### src/rtl/fetch_pc_reg.sv
// F-stage program counter with a one-entry pending-redirect buffer for stalled cycles.
// Optional fetch address range check in exc_adel: define FETCH_RANGE_CHECK_EN.
module fetch_pc_reg #(
    parameter logic [31:0] RESET_PC = 32'h0000_3000,
    parameter logic [31:0] EXC_PC   = 32'h0000_4180,
    parameter logic [31:0] IM_LO    = 32'h0000_3000,
    parameter logic [31:0] IM_HI    = 32'h0000_6ffc
) (
    input  logic        clk,
    input  logic        reset,
    input  logic        stall,
    input  logic        redirect,
    input  logic [31:0] next_pc,
    input  logic        exc_req,
    input  logic        eret,
    input  logic [31:0] epc,
    output logic [31:0] pc,
    output logic [31:0] pc_plus4,
    output logic        exc_adel,
    output logic        redir_pending
);

    typedef enum logic {
        RUN  = 1'b0,
        HOLD = 1'b1
    } state_t;

    state_t      state_reg;
    logic [31:0] pc_reg;
    logic [31:0] pend_tgt_reg;
    logic        misaligned;
    logic        out_of_range;

    assign pc            = pc_reg;
    assign pc_plus4      = pc_reg + 32'd4;
    assign redir_pending = (state_reg == HOLD);

    assign misaligned   = (pc_reg[1:0] != 2'b00);
    assign out_of_range = (pc_reg < IM_LO) || (pc_reg > IM_HI);

`ifdef FETCH_RANGE_CHECK_EN
    assign exc_adel = misaligned || out_of_range;
`else
    logic unused_range;
    assign unused_range = out_of_range;
    assign exc_adel     = misaligned;
`endif

    // Exception beats stall; a stalled eret/redirect is parked until the first unstalled edge.
    always_ff @(posedge clk or negedge reset) begin
        if (!reset) begin
            pc_reg       <= RESET_PC;
            state_reg    <= RUN;
            pend_tgt_reg <= 32'd0;
        end else if (exc_req) begin
            pc_reg       <= EXC_PC;
            state_reg    <= RUN;
            pend_tgt_reg <= 32'd0;
        end else if (stall) begin
            if (eret) begin
                pend_tgt_reg <= epc;
                state_reg    <= HOLD;
            end else if (redirect) begin
                pend_tgt_reg <= next_pc;
                state_reg    <= HOLD;
            end
        end else if (eret) begin
            pc_reg       <= epc;
            state_reg    <= RUN;
            pend_tgt_reg <= 32'd0;
        end else if (redirect) begin
            pc_reg       <= next_pc;
            state_reg    <= RUN;
            pend_tgt_reg <= 32'd0;
        end else if (state_reg == HOLD) begin
            pc_reg       <= pend_tgt_reg;
            state_reg    <= RUN;
            pend_tgt_reg <= 32'd0;
        end else begin
            pc_reg <= pc_plus4;
        end
    end

endmodule

### config.mk
export PLATFORM = sky130hd
export DESIGN_NAME = fetch_pc_reg
export DESIGN_NICKNAME = d
export VERILOG_FILES = /design/src/rtl/fetch_pc_reg.sv
export SDC_FILE = /design/constraint.sdc
export NUM_CORES = 1
export LEC_CHECK = 0
export BUFFER_PORTS_ARGS = -buffer_cell sky130_fd_sc_hd__buf_2
export CAP_MARGIN = 10
export CORE_AREA = 4 4 119 121
export CTS_CLUSTER_DIAMETER = 80
export CTS_CLUSTER_SIZE = 20
export DETAILED_ROUTE_END_ITERATION = 6
export DIE_AREA = 0 0 123 125
export PLACE_DENSITY = 0.59
export SLEW_MARGIN = 20
export SYNTH_ARGS = -nofsm -noshare
export SYNTH_HDL_FRONTEND = slang
export SYNTH_SLANG_ARGS = --single-unit
### constraint.sdc
create_clock -name clk -period 2.9 [get_ports clk]
set_input_delay 0.29 -clock clk [delete_from_list [all_inputs] [get_ports clk]]
set_output_delay 0.29 -clock clk [all_outputs]
set_load 0.03 [all_outputs]
==> impl_metrics.csv, run 1 <==
group,metric,value,unit
floorplanning,die_h,125,um
sta,fin_skew,6.86,ps
synth,yosysWarnings,0,
critical_path,setup.worst_path.start,"pc[6]",
sta,slew_viol_final,0,
synth,synthArstFlopShare,100,%
cells_and_area,synthToLayoutAreaGrowth,25.7,%
sta,grt_setup_unrepaired,"false",
critical_path,crit_path_max_fanout,8,
outcome,status,"finished clean",
grt,use_met2,32.7,%
cells_and_area,fill_cells,1325,
clock_network,cts_setup_buffers,0,
critical_path,r2r_start,"pc[6]",
sta,post-route-period-util,93.8,%
clock_network,hold_buffers,0,
critical_path,arrival,2430,ps
sta,maxSlewHeadroom,43.9,%
critical_path,worstSetupEndpointType,"primary output",
synth,mappedNetlistArea,0.00451,sq mm
critical_path,cp_data_required_time,2610,ps
floorplanning,start_util,34.5,%
pwr,powerDensity,467,mW/mm^2
sta,fin_tns_setup,0,ps
synth,synthCells,529,
grt,grt_util_all_layers,21.4,%
sta,min_period,2720,ps
detailed_routing,first_pass_iters,5,
sta,setup_violations,0,
synth,synth_ff_type,"dfrtp_1",
sta,max_freq,368,MHz
pwr,power_leakage,2.61,nW
synth,synth_top_cells_by_count,"dfrtp_1 (63), nand2_1 (63), o21ai_0 (54)",
detailed_routing,via_count,4787,
grt,grt_pass1_wl,26100,um
sta,tightestPinTransition,838,ps
critical_path,critPathKind,"reg2out",
clock_network,cts_made_buffers,9,
synth,synthesis.nets,600,
place,dp.cells,818,
worst_hold_path,hp-class,"in2async",
sta,hold_viol_final,0,
clock_network,insertion_delay,330,ps
clock_network,cts_root_buf,"clkbuf_16",
place,dp_hpwl,11900,um
grt,antenna_found_initial,0,
synth,synthDistinctLibCells,69,
cells_and_area,antenna_cells,0,
detailed_routing,drtAntennaViolNets,0,
place,globalplace.congestion,0.907,
grt,grt_pass1_vias,4610,
critical_path,cp-start-kind,"register",
grt,busiest_layer,"met2",
pwr,vdd_ir_drop_max,0.317,mV
critical_path,endpoint,"pc_plus4[31]",
clock_network,cts_resized,0,
cells_and_area,final_cells,834,
detailed_routing,wl_per_cell,19.7,um
grt,grt_use_met3,3.66,%
critical_path,reg2reg_to,"pc[29]",
synth,synthTopCellsByArea,"dfrtp_1 (35%), o21ai_0 (6.0%), mux2i_1 (5.8%)",
floorplanning,fp.dieArea,0.0154,sq mm
clock_network,clk_pin_slew,50,ps
critical_path,rrSetupSlack,700,ps
detailed_routing,wl,16500,um
critical_path,reg2reg_depth,5,
synth,synth_edf_count,0,
run,cap_violations,0,
clock_network,cts_tree,"yes",
cells_and_area,drive_gt1_share,28.1,%
floorplanning,core,0.0131,sq mm
place,portBuffers,135,
clock_network,cts_sinks,65,
synth,yosys.area.top_type,"dfrtp_1",
floorplanning,row_count,42,
detailed_routing,viasPerCell,5.74,
cells_and_area,final_nets,724,
synth,ys_ff_latch,65,
clock_network,cts_buffer_depth,2,
clock_network,cts_htree_levels,3,
floorplanning,io_pins,136,
synth,syn_area_per_cell,8.53,sq um
floorplanning,die_width,123,um
synth,yosysSeqAreaShare,36.1,%
synth,synth_top_cell_area_share,34.9,%
detailed_routing,drtIter0Drc,431,
detailed_routing,drc_errors,0,
grt,use_met1,31.4,%
grt,overflow,0,
grt,grt_max_degree,63,
[worst min path at each step]
| stage | end | depth (start not counted) |
|---|---|---|
| finish | pend_tgt_reg[2] | 1 |
| global route | pend_tgt_reg[2] | 1 |
| CTS | pend_tgt_reg[2] | 1 |
| detailed placement | pend_tgt_reg[2] | 1 |
| global placement | pend_tgt_reg[2] | 1 |
| floorplan | pc[0] | 0 |
[critical path, cell delays in order, from the launching register on]
cell and delay, ps:
dfrtp_1 570, nand3_1 310, nor3_4 390, and3_1 250, nand3_1 160, xnor2_1 190
buf_2 220
[metal layers]
layer | share of wire, % | vias up
met4 | 1.1 | 0
met1 | 45 | 2339
met3 | 8.1 | 12
met2 | 46 | 227
met5 | 0 | -
li1 | - | 2209
[stage by stage]
step	cell area (sq um)	utilization, %	hold WS (ps)	worst slack, ps	power (mW)
final	5680	43.4	57.4	179	2.65
after floorplan	4510	-	-5.59	377	1.43
after global routing	5680	43.4	130	41.3	2.76
after CTS	5680	43.4	89.8	226	2.66
after detailed placement	5420	41.4	434	540	1.69
after global placement	5420	41.4	430	625	1.68
[cells in the final DEF, fill, tap and decap left out, types with 6 or more instances in the layout]
cell type and count:
a21oi_1 29, nand3_1 18, a21boi_0 8, a221oi_1 18, mux2i_1 26, a22oi_1 6, and3_1 8, o21ai_0 54
nand2b_1 9, inv_1 20, nand2_1 63, o21a_1 6, clkbuf_16 9, buf_4 15, a211oi_1 7, nor2_1 26
xor2_1 8, xnor2_1 20, buf_2 135, nand4_1 7, dfrtp_1 63
[where the power goes]
part	internal (mW)	switching [mW]
clock	0.574	0.405
combinational	0.217	0.420
sequential	0.961	0.0756
[area by class of cell]
| class | instances | area (sq um) | share of cell area, % |
|---|---|---|---|
| Inverter | 21 | 78.8 | 1.39 |
| Tap cell | 176 | 220 | 3.88 |
| Sequential cell | 65 | 1630 | 28.7 |
| Clock inverter | 4 | 20.0 | 0.353 |
| Timing Repair Buffer | 153 | 848 | 14.9 |
| Multi-Input combinational cell | 403 | 2640 | 46.6 |
| Clock buffer | 12 | 236 | 4.17 |
[kinds of logic after synthesis]
kind of cell / synth area share (%)
muxes: 6.26
AOI/OAI and AO/OA: 27.0
and+or+nand+nor: 19.4
DFF: 36.1
buffers and inverters: 5.54
xor gates and xnor gates: 5.43
adders and majority gates: 0.277
(Power assumes the default switching activity.)
==> inputs of run 2 (changes only) <==
--- a/config.mk
+++ b/config.mk
@@ -6,13 +6,14 @@
 export NUM_CORES = 1
 export LEC_CHECK = 0
 export BUFFER_PORTS_ARGS = -buffer_cell sky130_fd_sc_hd__buf_2
-export CAP_MARGIN = 10
+export CAP_MARGIN = 15
 export CORE_AREA = 4 4 119 121
+export CTS_BUF_LIST = sky130_fd_sc_hd__clkbuf_4
 export CTS_CLUSTER_DIAMETER = 80
 export CTS_CLUSTER_SIZE = 20
 export DETAILED_ROUTE_END_ITERATION = 6
 export DIE_AREA = 0 0 123 125
-export PLACE_DENSITY = 0.59
+export PLACE_DENSITY = 0.54
 export SLEW_MARGIN = 20
 export SYNTH_ARGS = -nofsm -noshare
 export SYNTH_HDL_FRONTEND = slang
==> run 2 against run 1 <==
Against the previous run:
- sequential power hardly changed
- design area fell by 1.5%
- die area stayed put
- total power fell by 16%
- fmax shrank 1.1%
- critical path type unchanged
- register-to-register slack barely moved
==> impl_metrics.csv, run 2 (synthesized netlist as in run 1, its figures left out) <==
group,metric,value,unit
outcome,status,"finished clean",
critical_path,arrival,2460,ps
detailed_routing,wl_met1,7420,um
sta,max_freq,363,MHz
sta,setup_violations,0,
cells_and_area,post-route-util,42.7,%
sta,tightestPinTransition,845,ps
place,dp.cells,820,
cells_and_area,final_cells,843,
clock_network,cts_made_buffers,9,
critical_path,reg2reg_to,"pc[18]",
sta,maxSlewHeadroom,43.5,%
sta,fin_skew,12.3,ps
critical_path,worstSetupEndpointType,"primary output",
pwr,power.total,2.23,mW
grt,overflow,0,
detailed_routing,drc_errors,0,
critical_path,critPathKind,"reg2out",
critical_path,endpoint,"pc_plus4[22]",
detailed_routing,wl_met2,7980,um
detailed_routing,wl_met3,926,um
place,portBuffers,135,
floorplanning,io_pins,136,
cells_and_area,final_nets,732,
critical_path,rrSetupSlack,690,ps
clock_network,cts_buffer_depth,2,
grt,grt_pass1_wl,25700,um
sta,fin_tns_setup,0,ps
floorplanning,core,0.0131,sq mm
sta,min_period,2750,ps
place,globalplace.congestion,0.872,
sta,slew_viol_final,0,
grt,grt_pass1_vias,4557,
critical_path,cp_data_required_time,2610,ps
floorplanning,row_count,42,
detailed_routing,drtIter0Drc,398,
detailed_routing,first_pass_iters,5,
floorplanning,fp.dieArea,0.0154,sq mm
pwr,power_leakage,2.58,nW
floorplanning,die_h,125,um
clock_network,cts_sinks,65,
grt,grt_util_all_layers,21.5,%
critical_path,reg2reg_depth,4,
detailed_routing,drtAntennaViolNets,0,
cells_and_area,final_common_cell,"buf_2",
detailed_routing,dr.max_layer_used,"met4",
clock_network,clk_pin_slew,120,ps
sta,hold_slack,145,ps
cells_and_area,drive_gt1_share,30.0,%
clock_network,cts_root_buf,"clkbuf_4",
pwr,powerDensity,399,mW/mm^2
critical_path,setup.worst_path.start,"pc[16]",
detailed_routing,wl_per_cell,19.8,um
sta,hold_viol_final,0,
detailed_routing,wl,16700,um
clock_network,cts_htree_levels,3,
clock_network,cts_tree,"yes",
worst_hold_path,hp-class,"in2reg",
critical_path,crit_path_max_fanout,9,
clock_network,insertion_delay,440,ps
cells_and_area,synthToLayoutAreaGrowth,23.9,%
sta,grt_setup_unrepaired,"false",
detailed_routing,via_count,4718,
sta,post-route-period-util,94.9,%
grt,antenna_found_initial,1,
floorplanning,start_util,34.5,%
floorplanning,die_width,123,um
pwr,vdd_ir_drop_max,0.171,mV
worst_hold_path,hp-start,"next_pc[13]",
run,cap_violations,0,
grt,grt_max_degree,42,
critical_path,cp-start-kind,"register",
place,dp_hpwl,12100,um
detailed_routing,viasPerCell,5.60,
cells_and_area,final_cell_mix,"buf_2 (134), nand2_1 (63), dfrtp_1 (61)",
critical_path,r2r_start,"redir_pending",
run 2: changes by cell type in the layout (fill, tap and decap cells not counted), moves of 2 or more:
cell       previous run  this run
clkbuf_16             9         0
nor4_2                1         3
dfrtp_1              63        61
nor4_1                5         3
clkbuf_4              0        13
clkbuf_1              3         0
buf_12                3         1
dfrtp_2               0         2
buf_4                15        23
run 2: report_power, final:
group | switching [mW] | internal (mW)
clock network | 0.356 | 0.200
registers | 0.0723 | 0.960
logic | 0.423 | 0.219
run 2: worst max-delay path, cell delays in order (launching register included):
cell and delay [ps]:
dfrtp_1 470, nand4_1 320, nor4_4 390, buf_6 190, nand4_1 190, xnor2_1 240, clkbuf_4 220
run 2: per-stage QoR:
stage	setup slack, ps	instance area (sq um)
after detailed placement	382	5410
after global placement	467	5410
after global routing	3.39	5590
after CTS	5.76	5550
final	149	5590
after floorplan	377	4510
run 2: layout make-up:
class                           instances  area, sq um
Multi-Input combinational cell        403         2660
Antenna cell                            1         2.50
Inverter                               21         78.8
Fill cell                            1341         7490
Timing Repair Buffer                  161          892
Clock buffer                           12         90.1
Sequential cell                        65         1630
Tap cell                              176          220
Clock inverter                          4         20.0
run 2: routing by layer:
metal  global-route usage (%)  vias to the layer above
met3                     3.03                       28
met1                     29.7                     2285
met5                        0                        -
met4                     7.88                        0
li1                         -                     2223
met2                     34.1                      182
run 2: worst min-delay path by stage:
stage                     slack (ps)          endpoint  cells after the start
final                            150  pend_tgt_reg[13]                      3
after global routing             150   pend_tgt_reg[5]                      3
after CTS                        110   pend_tgt_reg[6]                      3
after detailed placement         440   pend_tgt_reg[5]                      1
after global placement           440   pend_tgt_reg[5]                      1
after floorplan                   -6             pc[0]                      0
run 2: timing repair:
action / CTS / global route
endpoints found under the hold margin: 31 / 0
resized for setup: 1 / 6
setup buffers: 2 / 3
pin swaps: 0 / 1
hold buffers: 1 / 0
setup endpoints to repair: 3 / 7
